`src/rtl/max31855_read_scheduler_if.sv`:
```
// Handshake bundle between the MAX31855 read scheduler, the SPI master and the sample sink.
// master = scheduler side, slave = SPI master / sink / control side.
interface max31855_read_scheduler_if;
  logic        enable;
  logic        trigger;
  logic        spi_start;
  logic        spi_done;
  logic [31:0] spi_frame;
  logic        busy;
  logic        out_valid;
  logic        out_ready;
  logic [13:0] tc_temp;
  logic [11:0] cj_temp;
  logic [5:0]  status;

  modport master (
    input  enable, trigger, spi_done, spi_frame, out_ready,
    output spi_start, busy, out_valid, tc_temp, cj_temp, status
  );

  modport slave (
    output enable, trigger, spi_done, spi_frame, out_ready,
    input  spi_start, busy, out_valid, tc_temp, cj_temp, status
  );
endinterface

```
`src/rtl/max31855_read_scheduler.sv`:
```
// Periodic / on-demand MAX31855 frame reader with retry, timeout and a held output sample.
//   state   | meaning
//   S_WAIT  | idle, start a read when a request is pending
//   S_START | one-cycle spi_start pulse, clear timeout counter
//   S_XFER  | wait for spi_done or timeout
//   S_CHECK | judge frame, retry or publish
//   S_PUB   | sample just published, return to idle
module max31855_read_scheduler #(
  parameter int PERIOD_CYCLES  = 10_000_000,
  parameter int TIMEOUT_CYCLES = 4096,
  parameter int MAX_RETRY      = 3
) (
  input logic                        clk_i,
  input logic                        reset,
  max31855_read_scheduler_if.master  bus
);
  localparam int TW = (PERIOD_CYCLES > 2) ? $clog2(PERIOD_CYCLES) : 1;
  localparam int MW = (TIMEOUT_CYCLES > 1) ? $clog2(TIMEOUT_CYCLES) : 1;
  localparam int RW = (MAX_RETRY > 0) ? $clog2(MAX_RETRY + 1) : 1;
  localparam logic [TW-1:0] TIMER_LAST = TW'(PERIOD_CYCLES - 1);
  localparam logic [MW-1:0] TMO_LAST   = MW'(TIMEOUT_CYCLES - 1);
  localparam logic [RW-1:0] RETRY_MAX  = RW'(MAX_RETRY);

  typedef enum logic [2:0] {S_WAIT, S_START, S_XFER, S_CHECK, S_PUB} state_e;

  state_e      state_q, state_d;
  logic [TW-1:0] timer_q, timer_d;
  logic [MW-1:0] tmo_q, tmo_d;
  logic [RW-1:0] retry_q, retry_d;
  logic        pend_q, pend_d;
  logic [31:0] frame_q, frame_d;
  logic        out_valid_q, out_valid_d;
  logic [13:0] tc_q, tc_d;
  logic [11:0] cj_q, cj_d;
  logic [5:0]  status_q, status_d;

  logic tick, stuck, frame_bad, load, load_tmo, overrun;

  always_ff @(posedge clk_i or posedge reset) begin
    if (reset) begin
      state_q     <= S_WAIT;
      timer_q     <= '0;
      tmo_q       <= '0;
      retry_q     <= '0;
      pend_q      <= 1'b0;
      frame_q     <= '0;
      out_valid_q <= 1'b0;
      tc_q        <= '0;
      cj_q        <= '0;
      status_q    <= '0;
    end else begin
      state_q     <= state_d;
      timer_q     <= timer_d;
      tmo_q       <= tmo_d;
      retry_q     <= retry_d;
      pend_q      <= pend_d;
      frame_q     <= frame_d;
      out_valid_q <= out_valid_d;
      tc_q        <= tc_d;
      cj_q        <= cj_d;
      status_q    <= status_d;
    end
  end

  always_comb begin
    state_d     = state_q;
    timer_d     = timer_q;
    tmo_d       = tmo_q;
    retry_d     = retry_q;
    pend_d      = pend_q;
    frame_d     = frame_q;
    out_valid_d = out_valid_q;
    tc_d        = tc_q;
    cj_d        = cj_q;
    status_d    = status_q;
    tick        = 1'b0;
    load        = 1'b0;
    load_tmo    = 1'b0;
    stuck       = (frame_q == 32'h0) | (&frame_q);
    frame_bad   = frame_q[16] | stuck;
    overrun     = out_valid_q & ~bus.out_ready;

    if (bus.enable) begin
      if (timer_q == TIMER_LAST) begin
        timer_d = '0;
        tick    = 1'b1;
      end else begin
        timer_d = timer_q + 1'b1;
      end
    end else begin
      timer_d = '0;
    end

    case (state_q)
      S_WAIT: begin
        if (pend_q) begin
          state_d = S_START;
          retry_d = '0;
          pend_d  = 1'b0;
        end
      end
      S_START: begin
        tmo_d   = '0;
        state_d = S_XFER;
      end
      S_XFER: begin
        if (bus.spi_done) begin
          frame_d = bus.spi_frame;
          state_d = S_CHECK;
        end else if (tmo_q == TMO_LAST) begin
          state_d  = S_PUB;
          load     = 1'b1;
          load_tmo = 1'b1;
        end else begin
          tmo_d = tmo_q + 1'b1;
        end
      end
      S_CHECK: begin
        if (frame_bad && (retry_q < RETRY_MAX)) begin
          retry_d = retry_q + 1'b1;
          state_d = S_START;
        end else begin
          state_d = S_PUB;
          load    = 1'b1;
        end
      end
      S_PUB:   state_d = S_WAIT;
      default: state_d = S_WAIT;
    endcase

    // A request arriving on the very cycle WAIT is left still queues one more read.
    if (bus.trigger || tick) pend_d = 1'b1;

    // The sample is loaded on the edge entering PUB so out_valid is high during PUB.
    if (load) begin
      out_valid_d = 1'b1;
      if (load_tmo) begin
        status_d = {overrun, 1'b1, 4'b0000};
      end else begin
        tc_d     = frame_q[31:18];
        cj_d     = frame_q[15:4];
        status_d = {overrun, 1'b0, stuck, frame_q[2:0]};
      end
    end else if (out_valid_q && bus.out_ready) begin
      out_valid_d = 1'b0;
    end
  end

  assign bus.spi_start = (state_q == S_START);
  assign bus.busy      = (state_q != S_WAIT);
  assign bus.out_valid = out_valid_q;
  assign bus.tc_temp   = tc_q;
  assign bus.cj_temp   = cj_q;
  assign bus.status    = status_q;
endmodule
```
`src/flat_wrapper.sv`:
```
// flat-port wrapper written by rule: the top's interface ports become plain ports
module max31855_read_scheduler_flat 
#(
  parameter int PERIOD_CYCLES  = 10_000_000,
  parameter int TIMEOUT_CYCLES = 4096,
  parameter int MAX_RETRY      = 3
)
  (clk_i, reset, bus_enable, bus_trigger, bus_spi_done, bus_spi_frame, bus_out_ready, bus_spi_start, bus_busy, bus_out_valid, bus_tc_temp, bus_cj_temp, bus_status);
  max31855_read_scheduler_if bus_i ();
  input logic clk_i;
  input logic reset;
  input wire logic [$bits(bus_i.enable)-1:0] bus_enable;
  input wire logic [$bits(bus_i.trigger)-1:0] bus_trigger;
  input wire logic [$bits(bus_i.spi_done)-1:0] bus_spi_done;
  input wire logic [$bits(bus_i.spi_frame)-1:0] bus_spi_frame;
  input wire logic [$bits(bus_i.out_ready)-1:0] bus_out_ready;
  output wire logic [$bits(bus_i.spi_start)-1:0] bus_spi_start;
  output wire logic [$bits(bus_i.busy)-1:0] bus_busy;
  output wire logic [$bits(bus_i.out_valid)-1:0] bus_out_valid;
  output wire logic [$bits(bus_i.tc_temp)-1:0] bus_tc_temp;
  output wire logic [$bits(bus_i.cj_temp)-1:0] bus_cj_temp;
  output wire logic [$bits(bus_i.status)-1:0] bus_status;
  assign bus_i.enable = bus_enable;
  assign bus_i.trigger = bus_trigger;
  assign bus_i.spi_done = bus_spi_done;
  assign bus_i.spi_frame = bus_spi_frame;
  assign bus_i.out_ready = bus_out_ready;
  assign bus_spi_start = bus_i.spi_start;
  assign bus_busy = bus_i.busy;
  assign bus_out_valid = bus_i.out_valid;
  assign bus_tc_temp = bus_i.tc_temp;
  assign bus_cj_temp = bus_i.cj_temp;
  assign bus_status = bus_i.status;
  max31855_read_scheduler #(.PERIOD_CYCLES(PERIOD_CYCLES), .TIMEOUT_CYCLES(TIMEOUT_CYCLES), .MAX_RETRY(MAX_RETRY)) u_core (.clk_i(clk_i), .reset(reset), .bus(bus_i));
endmodule
```
`config.mk`:
```
export PLATFORM = sky130hd
export DESIGN_NAME = max31855_read_scheduler_flat
export DESIGN_NICKNAME = d
export VERILOG_FILES = /design/src/rtl/max31855_read_scheduler_if.sv /design/src/rtl/max31855_read_scheduler.sv /design/src/flat_wrapper.sv
export SDC_FILE = /design/constraint.sdc
export NUM_CORES = 1
export LEC_CHECK = 0
export ABC_AREA = 0
export CORE_MARGIN = 1
export CORE_UTILIZATION = 58
export CTS_CLUSTER_SIZE = 30
export DETAILED_ROUTE_END_ITERATION = 7
export MAX_ROUTING_LAYER = met4
export PLACE_DENSITY = 0.94
export SYNTH_ARGS = -nofsm -noshare
export SYNTH_HDL_FRONTEND = slang
export SYNTH_SLANG_ARGS = --single-unit
```
`constraint.sdc`:
```
create_clock -name clk_i -period 5.15 [get_ports clk_i]
set_input_delay 1.03 -clock clk_i [delete_from_list [all_inputs] [get_ports clk_i]]
set_output_delay 1.03 -clock clk_i [all_outputs]
set_load 0.05 [all_outputs]
```
==> impl_metrics.csv <==
group,metric,value,unit
yosys,ys_ff_latch,107,
place,io_buffer_count,72,
clocking,cts_hold_buf,0,
timing,rsz0062_at_grt,"no",
clocking,cts_resized,0,
timing,holdWs,0.492,ns
timing,finClkSkew,0.00792,ns
clocking,h-tree-depth,3,
timing,slew_violations,0,
run,cap_violations,0,
critical_path,critical_path_required,4.12,ns
critical_path,reg2regPathDepth,5,
routing,postRouteAntennaNets,0,
timing,setup_viol,0,
global_routing,antenna_found_initial,0,
clocking,clock_latency,0.37,ns
yosys,yosysMostFrequentCell,"dfrtp_1",
critical_path,cp_slowest_cell,"clkdlybuf4s50_1",
floorplanning,start_util,0.602,
routing,first_iter_violations,193,
yosys,synth-main-ff-cell,"dfrtp_1",
clocking,cts.clk_slew.worst_paths,0.09,ns
yosys,yosys.area.top_type_share,0.539,
global_routing,overflow,0,
clocking,cts.path.max_buffers,2,
yosys,yosys-top-cells-area,"dfrtp_1, mux2_4, mux2_2, nor2_1, nand4_1",
routing,vias,3426,
floorplanning,die_h,94.6,microns
yosys,synth.avg_cell_area,12.6,sq um
global_routing,grtUsageMet1,0.319,
routing,vias_per_cell,5.94,
critical_path,reg2reg_setup_slack,2.68,ns
clocking,cts_made_buffers,9,
floorplanning,die_w,94.6,microns
critical_path,critical_path_class,"flop to output port",
yosys,syn-num-nets,437,
yosys,ys_warn_count,0,
floorplanning,io_pins,73,
finish,drive_gt1_frac,0.201,
critical_path,cp-start-kind,"flop",
place,hpwl,6.92,mm
timing,setup_ws,1.96,ns
routing,firstDrtPassIters,4,
pwr,vdd.ir_drop.worst,0.297,mV
finish,antenna_cells,0,
timing,min_period_over_period,0.620,
global_routing,grt_pass1_vias,3435,
pwr,power_density,580,nW/um^2
timing,hold_viol_final,0,
clocking,clock_sinks,107,
timing,fmax,313,MHz
timing,tightest_slew,0.917,ns
routing,drc,0,
clocking,root_buffer,"clkbuf_8",
global_routing,met3_usage,0.0531,
min_path,worstHoldPathCells,1,
critical_path,crit_fanout,15,
timing,fin_crit,3.19,ns
pwr,leakage,2.57,nW
floorplanning,die_area,8950,sq um
yosys,ys_async_sr_fraction,1.00,
global_routing,grt_use_total,0.250,
yosys,synth-seq-area-share,0.539,
yosys,synth-edff-count,0,
global_routing,grt-busiest-layer,"met2",
run_status,status,"complete, no violations",
clocking,cts_setup_buffers,0,
yosys,ys_top_cells_by_count,"dfrtp_1, nor2_1, mux2_2",
global_routing,grt_max_degree,76,
clocking,cts_tree,"yes",
finish,area_growth_syn_to_layout,19.3,%
routing,wirelength,10.1,mm
critical_path,cp_top_family,"buffers and inverters",
critical_path,cp_slowest_stage_delay,0.82,ns
timing,tns,0,ns
critical_path,cp-end-kind,"output port",
critical_path,path_buf_inv,2,
floorplanning,num_rows,33,
min_path,hold_path.class,"flop to flop",
finish,nets,509,
yosys,synth_area,4970,sq um
min_path,min-delay-start,"u_core.timer_q[0]$_DFF_PP0_",
global_routing,grt_use_met2,0.396,
critical_path,r2r-end,"u_core.bus.cj_temp[1]$_DFFE_PP0P_",
critical_path,cp.arrival,2.16,ns
yosys,synthCells,396,
critical_path,r2r-start,"u_core.frame_q[24]$_DFFE_PP0P_",
yosys,yosysTopAreaCell,"dfrtp_1",
global_routing,grt_pass1_wl,16.6,mm
timing,relSlewSlack,0.389,
min_path,min_to,"u_core.timer_q[0]$_DFF_PP0_",
place,place.gp.congestion,0.884,
routing,routedWlPerCell,17.4,microns
floorplanning,core_region_area,8260,sq um
critical_path,crit_chain,"nor3b_1 -> buf_4 -> clkdlybuf4s50_1",
critical_path,setup.worst_path.start,"u_core.state_q[1]$_DFFE_PP0P_",
yosys,synth.distinct_cells,52,
place,preCtsSetupSlack,1.98,ns
[worst reg2reg max path, delay by kind of cell, from the launching register on]
family          cells  cell delay, ns
compound gates      2            0.85
flops               1            0.42
mux                 1            0.36
simple gates        2            0.73
[flip-flops by register name (all words and copies together) (netlist names)]
register	count
u_core.frame_q	32
u_core.timer_q	24
u_core.tmo_q	12
u_core.bus.tc_temp	14
u_core.bus.status	6
u_core.bus.cj_temp	12
u_core.retry_q	2
u_core.bus.out_valid	1
u_core.state_q	3
u_core.pend_q	1
[cells by family after synthesis]
family	count (synthesis)	share of synthesized area
compound gates	38	0.0584
xor+xnor	27	0.0476
simple gates	134	0.154
flops	107	0.539
mux	63	0.165
buf+inv	24	0.0294
fa+ha+maj	3	0.00755
[cell type report]
type	count	area, sq um
clock buffers	9	124
clock inverters	6	65.1
fillers	528	2330
inverters	10	40.0
multi-input cells	265	2150
flip-flops and latches	107	2680
well taps	105	131
repair buffers	75	743
[worst max-delay path by stage]
stage	end	slack, ns	cells after the start
after detailed placement	u_core.frame_q[6]$_DFFE_PP0P_	1.98	4
final	bus_spi_start	1.96	3
after global routing	bus_spi_start	1.85	3
after global placement	u_core.frame_q[11]$_DFFE_PP0P_	2.03	4
after CTS	bus_spi_start	1.94	3
after floorplan	u_core.bus.cj_temp[0]$_DFFE_PP0P_	1.30	1
[cells in the final DEF (no fill, tap or decap), types with 3 or more instances in the layout]
cell and instances:
nand2_1 13, clkbuf_8 9, mux2_4 29, clkdlybuf4s50_1 72, and4_1 4, a21oi_1 16, nor4_1 12, xnor2_1 14
ha_1 3, inv_1 9, nand4_1 20, nor2b_1 5, and3_1 7, xor2_1 13, mux2_2 33, buf_4 3
dfrtp_1 107, nand3_1 16, o21ai_0 3, a22o_1 3, nor2_1 34, or3_1 3
[stage by stage]
| stage | std cells | power (W) | instance area (sq um) | util |
|---|---|---|---|---|
| 2_1_floorplan | 396 | 0.00251 | 4970 | - |
| 3_3_place_gp | 562 | 0.00287 | 5740 | 0.695 |
| 3_5_place_dp | 562 | 0.00294 | 5740 | 0.695 |
| 4_1_cts | 577 | 0.00345 | 5930 | 0.718 |
| 5_1_grt | 577 | 0.00361 | 5930 | 0.718 |
| 6_report | 577 | 0.00344 | 5930 | 0.718 |
[power breakdown]
part / total [W] / switching, W / leakage (nW) / internal, W
clock: 0.000503 / 0.000280 / 0.0955 / 0.000223
combinational: 0.00155 / 0.000837 / 1.11 / 0.000711
sequential: 0.00139 / 0.000262 / 1.36 / 0.00112
total: 0.00344 / 0.00138 / 2.57 / 0.00206
[routing by layer]
metal / share of wire / routed length, microns / vias up
met5: 0 / 0 / -
met4: 0.022 / 222 / 0
met3: 0.043 / 433 / 18
met2: 0.50 / 5030 / 86
met1: 0.43 / 4360 / 1737
li1: - / - / 1585
Note: power is estimated with default switching activity, not from simulation.
